<file path="src/rtl/mem_arbiter.sv">
// mem_arbiter: shares one memory port between an instruction-refill side (I)
// and a data side (D). A granted side owns the memory port until the memory
// signals completion; every transaction is followed by one WAIT cycle so the
// finished requester can drop its request before arbitration runs again.
//
// Optional feature: define ARB_ROUND_ROBIN_EN to alternate the winner of
// simultaneous requests (a 1-bit last-grant register remembers the previous
// winner). Left undefined, the D side always wins a tie.
//
// Handshake: a requester raises i_IReq/i_DReq and holds it (with address and
// data stable) until its ready output pulses for exactly one cycle. Read data
// on o_IData/o_DData is only meaningful in that ready cycle. On the memory
// side, o_MemReq stays high with stable address/data until i_MemReady is seen
// high for one cycle; i_MemReady outside a grant is ignored.
module mem_arbiter #(
    parameter int BLOCK_SIZE = 1,
    parameter int XLEN       = 32
) (
    input  logic                     i_clk,
    input  logic                     i_rst,
    // Instruction-cache refill side
    input  logic                     i_IReq,
    input  logic [XLEN-1:0]          i_IAddr,
    output logic [BLOCK_SIZE*32-1:0] o_IData,
    output logic                     o_IReady,
    // Data side
    input  logic                     i_DReq,
    input  logic                     i_DWe,
    input  logic [XLEN-1:0]          i_DAddr,
    input  logic [31:0]              i_DWData,
    output logic [31:0]              o_DData,
    output logic                     o_DReady,
    // Memory side
    output logic                     o_MemReq,
    output logic                     o_MemWe,
    output logic [XLEN-1:0]          o_MemAddr,
    output logic [31:0]              o_MemWData,
    input  logic [BLOCK_SIZE*32-1:0] i_MemRData,
    input  logic                     i_MemReady,
    // Current FSM state, for observation only
    output logic [1:0]               o_dbg_state
);

    typedef enum logic [1:0] {
        IDLE    = 2'd0,
        GRANT_I = 2'd1,
        GRANT_D = 2'd2,
        WAIT    = 2'd3
    } state_t;

    state_t state_q;
    state_t state_d;

    // Winner of the arbitration in the current cycle (1 = D side).
    logic pick_d;

    // Low address bits of the instruction address are dropped on purpose:
    // refills are always word aligned.
    logic unused_iaddr_bits;
    assign unused_iaddr_bits = ^i_IAddr[1:0];

`ifdef ARB_ROUND_ROBIN_EN
    // Side granted most recently: 0 = I, 1 = D.
    logic last_grant_q;
    logic last_grant_d;

    // Arbitration: a tie goes to the side that did not win last time.
    always_comb begin
        pick_d = 1'b0;
        if (i_DReq && !i_IReq) begin
            pick_d = 1'b1;
        end else if (i_DReq && i_IReq) begin
            pick_d = (last_grant_q == 1'b0);
        end
    end

    // Remember the winner whenever a new grant is issued from IDLE.
    always_comb begin
        last_grant_d = last_grant_q;
        if (state_q == IDLE && (i_IReq || i_DReq)) begin
            last_grant_d = pick_d;
        end
    end

    // Last-grant register; reset points at I so the first tie goes to D.
    always_ff @(posedge i_clk) begin
        if (!i_rst) begin
            last_grant_q <= 1'b0;
        end else begin
            last_grant_q <= last_grant_d;
        end
    end
`else
    // Arbitration: fixed priority, D side wins every tie.
    always_comb begin
        pick_d = 1'b0;
        if (i_DReq) begin
            pick_d = 1'b1;
        end
    end
`endif

    // Next-state logic: grant from IDLE, hold the grant until the memory
    // completes, then spend one cycle in WAIT before arbitrating again.
    always_comb begin
        state_d = state_q;
        case (state_q)
            IDLE: begin
                if (i_IReq || i_DReq) begin
                    state_d = pick_d ? GRANT_D : GRANT_I;
                end
            end
            GRANT_I, GRANT_D: begin
                if (i_MemReady) begin
                    state_d = WAIT;
                end
            end
            WAIT: begin
                state_d = IDLE;
            end
            default: begin
                state_d = IDLE;
            end
        endcase
    end

    // State register with synchronous active-low reset.
    always_ff @(posedge i_clk) begin
        if (!i_rst) begin
            state_q <= IDLE;
        end else begin
            state_q <= state_d;
        end
    end

    // Output routing: the memory port mirrors the granted requester and is
    // all-zero otherwise; ready pulses only while granted and memory completes.
    always_comb begin
        o_MemReq   = 1'b0;
        o_MemWe    = 1'b0;
        o_MemAddr  = '0;
        o_MemWData = '0;
        o_IReady   = 1'b0;
        o_DReady   = 1'b0;
        case (state_q)
            GRANT_I: begin
                o_MemReq  = 1'b1;
                o_MemAddr = {i_IAddr[XLEN-1:2], 2'b00};
                o_IReady  = i_MemReady;
            end
            GRANT_D: begin
                o_MemReq   = 1'b1;
                o_MemWe    = i_DWe;
                o_MemAddr  = i_DAddr;
                o_MemWData = i_DWData;
                o_DReady   = i_MemReady;
            end
            default: begin
            end
        endcase
    end

    // Read data passes straight through; requesters sample it on ready.
    assign o_IData     = i_MemRData;
    assign o_DData     = i_MemRData[31:0];
    assign o_dbg_state = state_q;

endmodule

</file>
<file path="config.mk">
export PLATFORM = sky130hd
export DESIGN_NAME = mem_arbiter
export DESIGN_NICKNAME = d
export VERILOG_FILES = /design/src/rtl/mem_arbiter.sv
export SDC_FILE = /design/constraint.sdc
export NUM_CORES = 1
export LEC_CHECK = 0
export BUFFER_PORTS_ARGS = -buffer_cell sky130_fd_sc_hd__buf_4
export CAP_MARGIN = 25
export CORE_AREA = 2 2 103 105
export CTS_CLUSTER_SIZE = 30
export DETAILED_ROUTE_END_ITERATION = 10
export DIE_AREA = 0 0 105 107
export GPL_TIMING_DRIVEN = 1
export MAX_ROUTING_LAYER = met4
export PLACE_DENSITY = 0.57
export SLEW_MARGIN = 20
export SYNTH_ARGS = -nofsm -noshare
export SYNTH_HDL_FRONTEND = slang
export SYNTH_SLANG_ARGS = --single-unit
</file>
<file path="constraint.sdc">
create_clock -name i_clk -period 1.95 [get_ports i_clk]
set_clock_uncertainty 0.05 [all_clocks]
set_input_delay 0.39 -clock i_clk [delete_from_list [all_inputs] [get_ports i_clk]]
set_output_delay 0.39 -clock i_clk [all_outputs]
set_load 0.1 [all_outputs]
</file>
==> metrics.txt, run 1 <==
die footprint=between 10,000 and 15,000 µm²; number of DRC markers in iteration 0=60; post-route worst setup slack=between 0.01 and 0.015 ns; H-Tree Depth=1; Max Buffers Root-to-Sink=2; fraction of final layout cells sized beyond drive strength 1=97.0%; data arrival time at the worst-slack endpoint=1.50 ns; Startpoint Class=flop; Final setup viols=0; maximum number of pins on one net before global-route repair=between 50 and 60; number of flops mapped to enable cells by yosys=0; share of synthesized area occupied by flip-flops and latches=3.10%; max-cap violation count=0; pre-CTS WS=roughly 0.094 ns; number of buffers created by CTS=3; area of the mapped netlist=between 1000 and 1500 µm²; effective utilization at floorplan=between 10% and 20%; top cell type by total area after synthesis=sky130_fd_sc_hd__buf_4; Hold WC Path Type=in -> reg; CTS clk-pin slew, worst paths=~0.03 ns; Vias/cell=between 3 and 4; count of antenna-violating nets left after detailed routing=0; Crit path largest cell delay=between 0.3 and 0.4 ns; Port Buf Inserts=between 150 and 200; number of nets produced by synthesis=330; category of the worst setup path capture point=output pin; mean routed wirelength per cell=between 10 and 15 µm; Die Span X=105 µm; half-perimeter wire length of the detailed placement result=4.28 mm; biggest fanout along the worst timing path=8; Final Hold Vio Count=0; P per Cell Area=between 2000 and 2500 nW/µm²; Worst Path Class, Setup=reg -> out; total number of placement rows=37; commonest non-fill, non-tap cell in the layout=sky130_fd_sc_hd__buf_4; Remaining Overflow, GRT=0; GRT Resource Usage Total=between 10% and 20%; final worst path period share=between 90 and 100%; Buf/Inv on CP=4; CP max-delay cell=sky130_fd_sc_hd__dfxtp_4; number of global-route vias before repair=roughly 1,700; post-synthesis register bit count=2; total number of vias=~1,700; post-synthesis async set-or-reset flop share=0%; I/O pin count=between 200 and 300; dominant register cell in the synthesized netlist=sky130_fd_sc_hd__dfxtp_1; max reg flops=2; # hold bufs at CTS=0; clock tree from TritonCTS=built; number of distinct library cell variants in the gate-level netlist after synthesis=19; count of warnings emitted by yosys=0; run status=finished clean; post-route setup TNS=0 ns; remaining max-slew budget at the tightest pin=just over 80%; Power Total=~0.007 W; critical path data required time=1.51 ns; ranking of synthesized cells by area=sky130_fd_sc_hd__buf_4 38%, sky130_fd_sc_hd__and2_1 18%, sky130_fd_sc_hd__a22oi_1 17%; reported leakage power=between 1 and 1.5 nW; weighted congestion at the end of routability-driven global placement=about 0.67; Total Wirelength=6.49 mm; Final Max Slew Viols=0; Core Footprint=around 10,000 µm²; cell area reported after detailed placement=~2600 µm²; VDD IR max=between 1 and 1.5 mV; global-route wire length before repair=approximately 8.8 mm; # diodes=0; shortest clock period the worst path allows after layout=1.94 ns; sinks on the clock net=2; worst-margin pin slew=between 0.2 and 0.3 ns; top library cells by usage in the layout, fill and taps aside=104 x sky130_fd_sc_hd__buf_4, 34 x sky130_fd_sc_hd__buf_6, 33 x sky130_fd_sc_hd__and2_2, 33 x sky130_fd_sc_hd__buf_12; Final Core Density=approximately 34%; DRT Pass-1 Iters=4; number of remaining DRC errors=0; gate count after technology mapping=~190; clock root buffer=sky130_fd_sc_hd__clkbuf_8; synthesis-to-finish area growth=168%; height of the die=roughly 110 µm; mean cell area of the mapped netlist=around 6.7 µm²; area of all placed cells without fillers=3460 µm²; CP delay by family, top=buffers and inverters; antenna violations before repair=0; CP cell instances=inv_4 -> ha_4 -> inv_8 -> clkbuf_16 -> nor2_4 -> buf_12; top-area cell type share of the netlist area=between 30 and 40%; number of nets in the finished design=439; unrepaired setup endpoints after global routing=yes; clock insertion delay at the later pin of the skew report=~0.21 ns; Fmax achieved=0.517 GHz
==> cell type report <==
type                       instances  area [µm²]
inverter                           3        23.8
timing repair buffer             181        2030
tap                              136         170
multi-input combinational        110        1150
fill                             996        6630
clock buffer                       3        41.3
sequential                         2        47.5
==> worst register-to-register path: stages (launching register included) <==
cell and delay [ns]:
sky130_fd_sc_hd__dfxtp_4 0.36, sky130_fd_sc_hd__inv_4 0.06, sky130_fd_sc_hd__ha_4 0.26, sky130_fd_sc_hd__buf_4 0.14, sky130_fd_sc_hd__nor2b_1 0.15, sky130_fd_sc_hd__o311a_1 0.34
==> cell usage after synthesis, types with 2 or more instances <==
| cell | number |
|---|---|
| sky130_fd_sc_hd__and2_1 | 37 |
| sky130_fd_sc_hd__buf_4 | 65 |
| sky130_fd_sc_hd__inv_1 | 3 |
| sky130_fd_sc_hd__clkbuf_1 | 4 |
| sky130_fd_sc_hd__ha_1 | 4 |
| sky130_fd_sc_hd__buf_2 | 4 |
| sky130_fd_sc_hd__a22oi_1 | 30 |
| sky130_fd_sc_hd__o211ai_1 | 2 |
| sky130_fd_sc_hd__buf_6 | 2 |
| sky130_fd_sc_hd__nor2_1 | 30 |
| sky130_fd_sc_hd__clkbuf_2 | 2 |
| sky130_fd_sc_hd__dfxtp_1 | 2 |
==> per-stage QoR <==
stage	hold slack [ns]	std cells
5_1_grt	0.388	435
4_1_cts	0.382	429
3_3_place_gp	0.493	426
3_5_place_dp	0.500	426
2_1_floorplan	0.461	192
6_report	0.385	435
==> final timing paths <==
kind              depth (start not counted)              to  slack (ns)            from
setup / recovery                          6    o_MemAddr[8]        0.01  o_dbg_state[0]
hold / removal                            2  o_dbg_state[1]        0.39           i_rst
setup reg to reg                          5  o_dbg_state[1]        0.46  o_dbg_state[1]
hold reg to reg                           2  o_dbg_state[0]        0.51  o_dbg_state[0]
==> logic make-up after synthesis <==
logic type	synth area share, %
compound gates	20.7
buf+inv	43.9
flops	3.10
fa+ha+maj	3.88
simple gates	28.4
==> what timing repair did <==
| action | CTS | global route |
|---|---|---|
| pin swaps | 0 | 10 |
| hold endpoints to repair | 0 | 0 |
| gates cloned | 0 | 4 |
| resized for setup | 119 | 54 |
| setup endpoints to repair | 57 | 66 |
| setup buffers | 0 | 2 |
==> layer usage <==
metal | vias up | wire, µm | GRT usage, %
li1 | 787 | - | -
met1 | 764 | 2200 | 9.56
met2 | 104 | 3550 | 19.5
met3 | 26 | 561 | 2.13
met4 | 0 | 178 | 4.19
met5 | - | 0 | -
==> power by group <==
group          total (W)  switching (W)  internal (W)  leakage (nW)
Sequential      0.000108      0.0000364     0.0000718        0.0178
Clock           0.000165      0.0000340      0.000131        0.0216
Combinational    0.00679        0.00448       0.00232          1.38
No activity file was read; power rests on OpenSTA's default activity.
==> inputs of run 2 (changes only) <==
- PLACE_DENSITY: 0.57 -> 0.44
==> metrics.txt, run 2 (synthesis results as in run 1) <==
run status=finished with violations; failing checks=setup timing; Final Max Slew Viols=0 (unchanged); clock insertion delay at the later pin of the skew report=0.21 ns (about the same); antenna violations before repair=0 (unchanged); CTS clk-pin slew, worst paths=0.03 ns (about the same); switching power as a share of total power=66.7% (+2.3 points); maximum number of pins on one net before global-route repair=40 (-23%); total number of placement rows=37 (unchanged); Final setup viols=2 (+2); Vias/cell=3.84 (-0.69%); Net Switching=0.00445 W (-2.2%); mean routed wirelength per cell=13.7 µm (-8.1%); post-route worst setup slack=-0.0213 ns (-0.0361 ns); max-cap violation count=0 (unchanged); number of cell instances on the worst register-to-register path=5 (unchanged); clock network power share=2.4% (about the same); global-route wire length before repair=8.29 mm (-6.1%); die footprint=11,200 µm² (unchanged); data arrival time at the worst-slack endpoint=1.53 ns (+0.03 ns); effective utilization at floorplan=12.8% (unchanged); GRT Resource Usage Total=9.26% (-0.76 points); weighted congestion at the end of routability-driven global placement=0.766 (+14%); fraction of final layout cells sized beyond drive strength 1=96.3% (-0.72 points); clock tree from TritonCTS=built; # diodes=0 (unchanged); unrepaired setup endpoints after global routing=yes; max reg flops=2 (unchanged); proportion of power drawn by flip-flops and latches=1.5% (about the same); I/O pin count=268 (unchanged); Startpoint Class=flop; category of the worst setup path capture point=output pin; reported leakage power=1.36 nW (-4.4%); worst slack on hold paths=0.389 ns (+0.00427 ns); # hold bufs at CTS=0 (unchanged); final worst path period share=101% (+1.9 points); GR met1 Demand/Resource=9.67% (+0.11 points); remaining max-slew budget at the tightest pin=80.8% (-1.3 points); worst-margin pin slew=0.289 ns (+0.0208 ns); Fmax achieved=0.507 GHz (-1.8%); pre-CTS WS=0.0767 ns (-0.0173 ns); met3 GRT Util=2.92% (+0.79 points); Final Hold Vio Count=0 (unchanged); Port Buf Inserts=169 (unchanged); P per Cell Area=2030 nW/µm² (-0.90%); sinks on the clock net=2 (unchanged); number of DRC markers in iteration 0=67 (+12%); relative contribution of combinational cells to total power=96.1% (about the same); Worst Path Class, Setup=reg -> out; half-perimeter wire length of the detailed placement result=4.38 mm (+2.4%); Remaining Overflow, GRT=0 (unchanged); internal portion of total power=0.00222 W (-12%); Hold Path Cell Cnt=2 (unchanged); number of nets in the finished design=435 (-0.91%); Hold WC Path Type=in -> reg; shortest clock period the worst path allows after layout=1.97 ns (+0.0361 ns); cell area reported after detailed placement=2580 µm² (+0.78%); critical path data required time=1.51 ns (about the same); biggest fanout along the worst timing path=18 (+10); global-route track usage on met2=16.9% (-2.6 points); synthesis-to-finish area growth=155%; layer with the highest usage=met2; height of the die=107 µm (unchanged); area of all placed cells without fillers=3290 µm² (-4.8%); Die Span X=105 µm (unchanged); Final Core Density=32.6% (-1.6 points); total number of vias=1,654 (-1.6%); commonest non-fill, non-tap cell in the layout=sky130_fd_sc_hd__buf_4; number of global-route vias before repair=1,633 (-5.1%); clock root buffer=sky130_fd_sc_hd__clkbuf_8; Total Wirelength=5.91 mm (-8.9%); DRT Pass-1 Iters=3 (-1); post-CTS setup buffer count=0 (unchanged); top library cells by usage in the layout, fill and taps aside=113 x sky130_fd_sc_hd__buf_4, 34 x sky130_fd_sc_hd__buf_12, 33 x sky130_fd_sc_hd__and2_2, 30 x sky130_fd_sc_hd__nor2_4; Max Buffers Root-to-Sink=2 (unchanged); H-Tree Depth=1 (unchanged); VDD IR max=0.942 mV (-9.3%); number of buffers created by CTS=3 (unchanged); number of remaining DRC errors=0 (unchanged); count of antenna-violating nets left after detailed routing=0 (unchanged); Core Footprint=10,100 µm² (unchanged)
run 2: changes by cell type in the layout (fill, tap and decap cells not counted), sizes merged:
cell    before  now
buf        177  176
clkbuf       7    4
run 2: final timing paths:
check / startpoint / to / slack (ns)
hold reg to reg: o_dbg_state[0] / o_dbg_state[0] / 0.50
setup reg to reg: o_dbg_state[0] / o_dbg_state[1] / 0.58
setup / recovery: o_dbg_state[1] / o_MemAddr[20] / -0.02
hold / removal: i_rst / o_dbg_state[1] / 0.39
run 2: per-stage QoR:
stage	cells	power [W]	setup TNS, ns
5_1_grt	431	0.00691	-0.530
6_report	431	0.00667	-0.0259
2_1_floorplan	192	0.00530	-11.53
4_1_cts	430	0.00620	-0.635
3_3_place_gp	427	0.00560	0
3_5_place_dp	427	0.00561	0
run 2: metal layers:
layer | part of all wire (%) | vias to the layer above
met3 | 9.8 | 17
met5 | 0 | -
met4 | 1.4 | 0
li1 | - | 783
met2 | 54 | 121
met1 | 35 | 733
run 2: what timing repair did:
| action | CTS | global route |
|---|---|---|
| gates cloned | 0 | 1 |
| setup endpoints to repair | 36 | 64 |
| resized for setup | 84 | 67 |
| pin swaps | 2 | 3 |
run 2: power by group through the flow:
stage	Combinational, W	Clock, W	Sequential, W
2_1_floorplan	0.00507	0	0.000228
3_3_place_gp	0.00550	0	0.000101
3_5_place_dp	0.00551	0	0.0000997
4_1_cts	0.00594	0.000164	0.0000993
5_1_grt	0.00664	0.000169	0.000106
6_report	0.00641	0.000159	0.000102
run 2: layout make-up:
cell class                      count  area, µm²
Fill cell                        1042       6800
Timing Repair Buffer              177       1880
Multi-Input combinational cell    110       1130
Tap cell                          136        170
Sequential cell                     2       47.5
Clock buffer                        3       41.3
Inverter                            3       21.3
run 2: worst max-delay path: stages (launching register included):
cell	delay, ns
sky130_fd_sc_hd__dfxtp_4	0.36
sky130_fd_sc_hd__inv_4	0.05
sky130_fd_sc_hd__ha_2	0.20
sky130_fd_sc_hd__buf_12	0.17
sky130_fd_sc_hd__a22oi_1	0.28
sky130_fd_sc_hd__nor2_4	0.08
sky130_fd_sc_hd__buf_12	0.17
